==> src/rtl/reset_sequencer.sv <==
// Reset sequencer: synchronises board reset deassertion, then releases
// NUM_STAGES active-low stage resets in ascending order, GAP_CYCLES apart.
module reset_sequencer #(
  parameter int NUM_STAGES = 4,
  parameter int GAP_CYCLES = 8,
  parameter int SYNC_DEPTH = 2,
  parameter int CNT_W      = 8
) (
  input  logic                  clk_i,
  input  logic                  rst_ni,
  input  logic                  sw_reset_req_i,
  output logic [NUM_STAGES-1:0] stage_rst_n_o,
  output logic                  seq_done_o,
  output logic                  seq_busy_o,
  output logic                  sw_reset_ack_o
);

  localparam int IDX_W = (NUM_STAGES > 1) ? $clog2(NUM_STAGES) : 1;
  localparam logic [CNT_W-1:0] CNT_LAST = CNT_W'(GAP_CYCLES - 1);
  localparam logic [IDX_W-1:0] IDX_LAST = IDX_W'(NUM_STAGES - 1);

  typedef enum logic [1:0] {S_HOLD, S_WAIT, S_RUN, S_SW_ASSERT} state_e;

  logic [SYNC_DEPTH-1:0] sync_q;
  logic                  sync_ok;
  state_e                state_q;
  logic [CNT_W-1:0]      cnt_q;
  logic [IDX_W-1:0]      idx_q;
  logic [NUM_STAGES-1:0] stage_q;
  logic                  done_q, busy_q, ack_q;

  // Deassertion synchroniser; assertion still clears it asynchronously.
  always_ff @(posedge clk_i or negedge rst_ni) begin
    if (!rst_ni) sync_q <= '0;
    else         sync_q <= {sync_q[SYNC_DEPTH-2:0], 1'b1};
  end

  assign sync_ok = sync_q[SYNC_DEPTH-1];

  always_ff @(posedge clk_i or negedge rst_ni) begin
    if (!rst_ni) begin
      state_q <= S_HOLD;
      cnt_q   <= '0;
      idx_q   <= '0;
      stage_q <= '0;
      done_q  <= 1'b0;
      busy_q  <= 1'b1;
      ack_q   <= 1'b0;
    end else begin
      ack_q <= 1'b0;
      case (state_q)
        S_HOLD: begin
          if (sync_ok) begin
            state_q <= S_WAIT;
            cnt_q   <= '0;
            idx_q   <= '0;
          end
        end
        S_WAIT: begin
          if (cnt_q == CNT_LAST) begin
            // Release only the current stage so the vector stays thermometer-coded.
            for (int i = 0; i < NUM_STAGES; i++)
              if (idx_q == IDX_W'(i)) stage_q[i] <= 1'b1;
            cnt_q <= '0;
            if (idx_q == IDX_LAST) begin
              state_q <= S_RUN;
              done_q  <= 1'b1;
              busy_q  <= 1'b0;
            end else begin
              idx_q <= idx_q + IDX_W'(1);
            end
          end else begin
            cnt_q <= cnt_q + CNT_W'(1);
          end
        end
        S_RUN: begin
          if (sw_reset_req_i) begin
            state_q <= S_SW_ASSERT;
            stage_q <= '0;
            done_q  <= 1'b0;
            busy_q  <= 1'b1;
            cnt_q   <= '0;
          end
        end
        S_SW_ASSERT: begin
          if (cnt_q == CNT_LAST) begin
            ack_q   <= 1'b1;
            state_q <= S_WAIT;
            cnt_q   <= '0;
            idx_q   <= '0;
          end else begin
            cnt_q <= cnt_q + CNT_W'(1);
          end
        end
        default: state_q <= S_HOLD;
      endcase
    end
  end

  assign stage_rst_n_o  = stage_q;
  assign seq_done_o     = done_q;
  assign seq_busy_o     = busy_q;
  assign sw_reset_ack_o = ack_q;

endmodule

==> config.mk <==
export PLATFORM = sky130hd
export DESIGN_NAME = reset_sequencer
export DESIGN_NICKNAME = d
export VERILOG_FILES = /design/src/rtl/reset_sequencer.sv
export SDC_FILE = /design/constraint.sdc
export NUM_CORES = 1
export LEC_CHECK = 0
export ABC_AREA = 1
export CAP_MARGIN = 20
export CORE_MARGIN = 2
export CORE_UTILIZATION = 30
export DETAILED_ROUTE_END_ITERATION = 10
export PLACE_DENSITY = 0.53
export SLEW_MARGIN = 20
export SYNTH_ARGS = -nofsm -noshare
export SYNTH_HDL_FRONTEND = slang
export SYNTH_SLANG_ARGS = --single-unit
export TNS_END_PERCENT = 100
==> constraint.sdc <==
create_clock -name clk_i -period 1.45 [get_ports clk_i]
set_input_delay 0.145 -clock clk_i [delete_from_list [all_inputs] [get_ports clk_i]]
set_output_delay 0.145 -clock clk_i [all_outputs]
set_load 0.02 [all_outputs]
## After elaboration in Yosys (flattened, before gate mapping)

Index checks and enable logic that the tools add are counted.
Widths: inputs -> output; s select.

- Input bits: 3
- Logic and storage cells: 72
- Register bits after elaboration: 21
- Output and inout port bits: 7

- Reductions and logical operators: 12
- Equal/unequal tests: 16
- Multiplexer cells: 31
- Add/subtract/negate cells: 2

Operators by type and width:

| cell | number |
|---|---|
| $mux 8 | 3 |
| $pmux 8 s3 | 1 |
| $mux 2 | 9 |
| $ne 2x2->1 const B | 9 |
| $reduce_and 4->1 | 4 |
| $mux 1 | 11 |
| $reduce_and 5->1 | 2 |
| $add 8x1->8 const B | 1 |
| $eq 2x2->1 const B | 4 |
| $eq 8x3->1 const B | 1 |
| $mux 4 | 2 |
| $pmux 2 s4 | 1 |
| $pmux 4 s2 | 1 |
| $pmux 2 s3 | 1 |
| $eq 2x1->1 const B | 2 |
| $logic_not 2->1 | 2 |
| $pmux 1 s2 | 2 |
| $reduce_bool 3->1 | 1 |
| $add 2x1->2 const B | 1 |
| $reduce_and 2->1 | 1 |
| $reduce_bool 2->1 | 1 |
| $reduce_or 2->1 | 1 |

## Logic depth before layout (Yosys ltp)

- Word-level depth: 4
- Depth in mapped cells: 9
- Mapped depth without buffers: 9

## Worst setup path after synthesis

No wires, ideal clock.

- Path kind: reg-to-reg
- Start: register state_q[1]
- End: register idx_q[0]
- Cell stages (with the launch flop): 10
- Library setup time: 0.117 ns
- Arrival: 1.302 ns
- Setup slack: 0.031 ns
- Buffers on the path: 0
- Data required time: 1.333 ns
- Clock period less this slack: 1.419 ns
- Cell sequence: dfrtp_1 -> inv_1 -> ha_1 -> inv_2 -> nor2_2 -> inv_2 -> o21ai_2 -> nand3_2 -> nand2_1 -> nand2_1

- Longest elaborated chain between the ends: 3
- Elaborated cells on any way between the ends: 10
- Those cells by class: 6 x eq/ne; 1 x mux; 3 x reduce/logical

RTL lines:

| element | line | RTL |
|---|---|---|
| start, declared | 26 | `state_e state_q;` |
| start signal, assigned | 42 | `state_q <= S_HOLD;` |
| start signal, assigned | 54 | `state_q <= S_WAIT;` |
| start signal, assigned | 66 | `state_q <= S_RUN;` |
| $eq 2x1->1 (tied with other cells) | 51 | `case (state_q)` |
| $ne 2x2->1 (no line) or $reduce_bool 3->1 (tied branches) | - |  |
| $reduce_and 5->1 (no line) | - |  |
| end signal, assigned | 70 | `idx_q <= idx_q + IDX_W'(1);` |
| end, declared | 28 | `logic [IDX_W-1:0] idx_q;` |

Parallel ways exist; a longest one is shown, timed or not.
A chain may end at the register's enable or synchronous reset.

==> metrics <==
CTS tree=done; adder-cell share of the synthesized area=0.101; PD cells=between 1500 and 2000 nW/um2; number of synthesized flops with an enable pin=0; Final min period=around 1400 ps; Final Max Slew Viols=0; CP max stage cell=clkdlybuf4s50_1; layout cells sized above 1=0.257; crit path launch type=flop; Fmax achieved=slightly above 700 MHz; mapped cell area=around 1200 um2; die area=4650 um2; Syn Nets=165; first-pass GRT wire length=roughly 4100 um; Combinational Power Share=0.615; Final Setup Violations=0; Max Cap Viol=0; I/O pin count=10; Distinct cells, synth=23; Mapped Cells=between 150 and 200; Hold Vio Cnt, Final=0; clk sink count=20; fin crit share=0.957; Worst-path clk slew=approximately 80 ps; global-route usage over all layers=0.119; GRT overflow=0; vias per cell=~4.5; Placer Congestion=about 0.85; cts bufs inserted=3; Max VDD drop=between 700 and 800 uV; crit path cell chain=clkdlybuf4s50_1; CORE AREA=between 3000 and 4000 um2; Initial Utilization=0.311; Commonest cells post-synth=39 x nand2_1, 20 x nor2_1, 19 x dfrtp_1; number of global-route vias before repair=957; syn avg cell area=approximately 8.1 um2; P_sw=1.46 mW; sequential area share after synthesis=0.406; crit-path max FO=3; post-synthesis mux area share=0; largest net degree at the start of global routing=21; run status=finished, final reports clean; number of synthesized register bits=20; Fin Setup TNS=0 ps; leakage=~0.8 nW; clock share of power=0.123; crit path buf inv count=1; Rows=23; max incr delay on CP=between 600 and 700 ps; reg2reg start=state_q[0]$_DFFE_PN0P_; clk_lat worst skew=about 260 ps; Synth Area in Compound Gates=0.0537; DRC viols=0; top post-synthesis cells by area=dfrtp_1 39%, nand2_1 12%, ha_1 10%; clock root buffer=clkbuf_8; most frequent cell after synthesis=nand2_1; Hold Crit Class=primary input to asynchronous set/reset pin; IO buf count=9; Area Growth Syn to Fin=30.3%; Switching Fraction=0.454; Antenna Diode Count=0; Max clock buf depth=2; DRT Wirelength=2730 um; initial antenna violation count=0; top-area cell type share of the netlist area=0.385; Critical Path Sink Type=primary output; Final Non-Filler Cells=around 230; Sequential Power Share=0.262; commonest register cell after synthesis=dfrtp_1; WL/cell=between 10 and 15 um; Placed Cells=222; DRT antenna net count=0; Die Ht=a little under 70 um; fraction of registers with async set/reset=1.00; Worst EP required=roughly 1300 ps; Warnings, synthesis=0; post-DP HPWL=roughly 1900 um; post-synthesis simple-gate area fraction=0.352; Internal=1.76 mW; htree depth=1; nets=193; unrepaired setup endpoints after global routing=yes; critical path type=flop to primary output; combinational family with the most area after synthesis=simple AND/OR/NAND/NOR gates; worst path arrival time=between 1000 and 1500 ps; TritonRoute pass-1 iters=4; area leader, netlist=dfrtp_1; Worst Setup SP=stage_rst_n_o[3]$_DFFE_PN0P_; Max Clock Skew=between 2 and 2.5 ps; number of DRC markers in iteration 0=47; die width=68.2 um; delay-heaviest family, CP=buffers and inverters; via count=about 1000; XOR/XNOR Fraction of Synth Area=0.0142
power by group through the flow:
stage / combinational, mW / sequential, mW / clock (mW)
floorplan: 1.04 / 0.911 / 0
detailed placement: 1.73 / 0.842 / 0
CTS: 1.74 / 0.831 / 0.416
finish: 1.98 / 0.842 / 0.397
global route: 2.21 / 0.860 / 0.431
global placement: 1.69 / 0.837 / 0
cell families (layout without fill, tap and decap cells):
kind of cell | count (synthesis) | count (layout)
flops | 20 | 20
xor+xnor | 2 | 2
fa+ha+maj | 10 | 10
compound gates | 7 | 8
simple gates | 90 | 90
other cells | 1 | 1
buf+inv | 22 | 48
cell usage in the layout, fill, tap and decap left out, drive strengths merged, types with 2 or more instances in the layout:
master / n
nand2: 42
nor2: 22
inv: 21
dfrtp: 19
buf: 14
nand3: 14
nand4: 11
ha: 10
clkdlybuf4s50: 7
o21ai: 6
clkbuf: 4
xnor2: 2
state kept, by name (all words and copies together) (netlist names):
signal	flops
sw_reset_ack_o	1
cnt_q	8
stage_rst_n_o	4
state_q	2
seq_busy_o	1
idx_q	2
sync_q	2
area by class of cell:
type                       count  area [um2]
inverter                      21        88.8
tap                           50        62.6
timing repair buffer          23         196
fill                         411        2360
clock buffer                   4        45.0
multi-input combinational    111         713
sequential                    20         503
per-layer routing:
layer	track usage	part of all wire	vias to the layer above
met5	0	0	-
met4	0.0350	0.0055	0
met3	0.0362	0.023	4
met2	0.210	0.53	11
met1	0.139	0.44	485
li1	-	-	540
repair_timing:
item                                    in CTS  in global routing
setup buffers                                0                  2
endpoints found under the hold margin        0                  0
resized for setup                            4                 19
hold buffers                                 0                  0
pin swaps                                    0                  7
endpoints found under the setup margin       9                 17
gates cloned                                 0                  1
through the flow:
stage               area (um2)  setup slack (ps)  hold WS [ps]  total power [mW]   util
floorplan                 1230              30.7          -151              1.95      -
detailed placement        1470             -36.0           336              2.57  0.370
global route              1610             -38.4           243              3.50  0.405
finish                    1610              61.7           222              3.21  0.405
CTS                       1520             -8.37           233              2.99  0.383
global placement          1470              12.3           334              2.53  0.370
final timing paths:
kind | to | slack (ps) | cells after the start
setup / recovery | seq_done_o | 60 | 1
hold / removal | idx_q[1]$_DFFE_PN0P_ | 220 | 2
setup reg to reg | cnt_q[3]$_DFFE_PN0P_ | 60 | 9
hold reg to reg | sync_q[1]$_DFF_PN0_ | 350 | 0
max in group asynchronous | seq_busy_o$_DFFE_PN1P_ | 950 | 2
min in group clk_i | sync_q[1]$_DFF_PN0_ | 350 | 0
No activity file was read; power rests on OpenSTA's default activity.
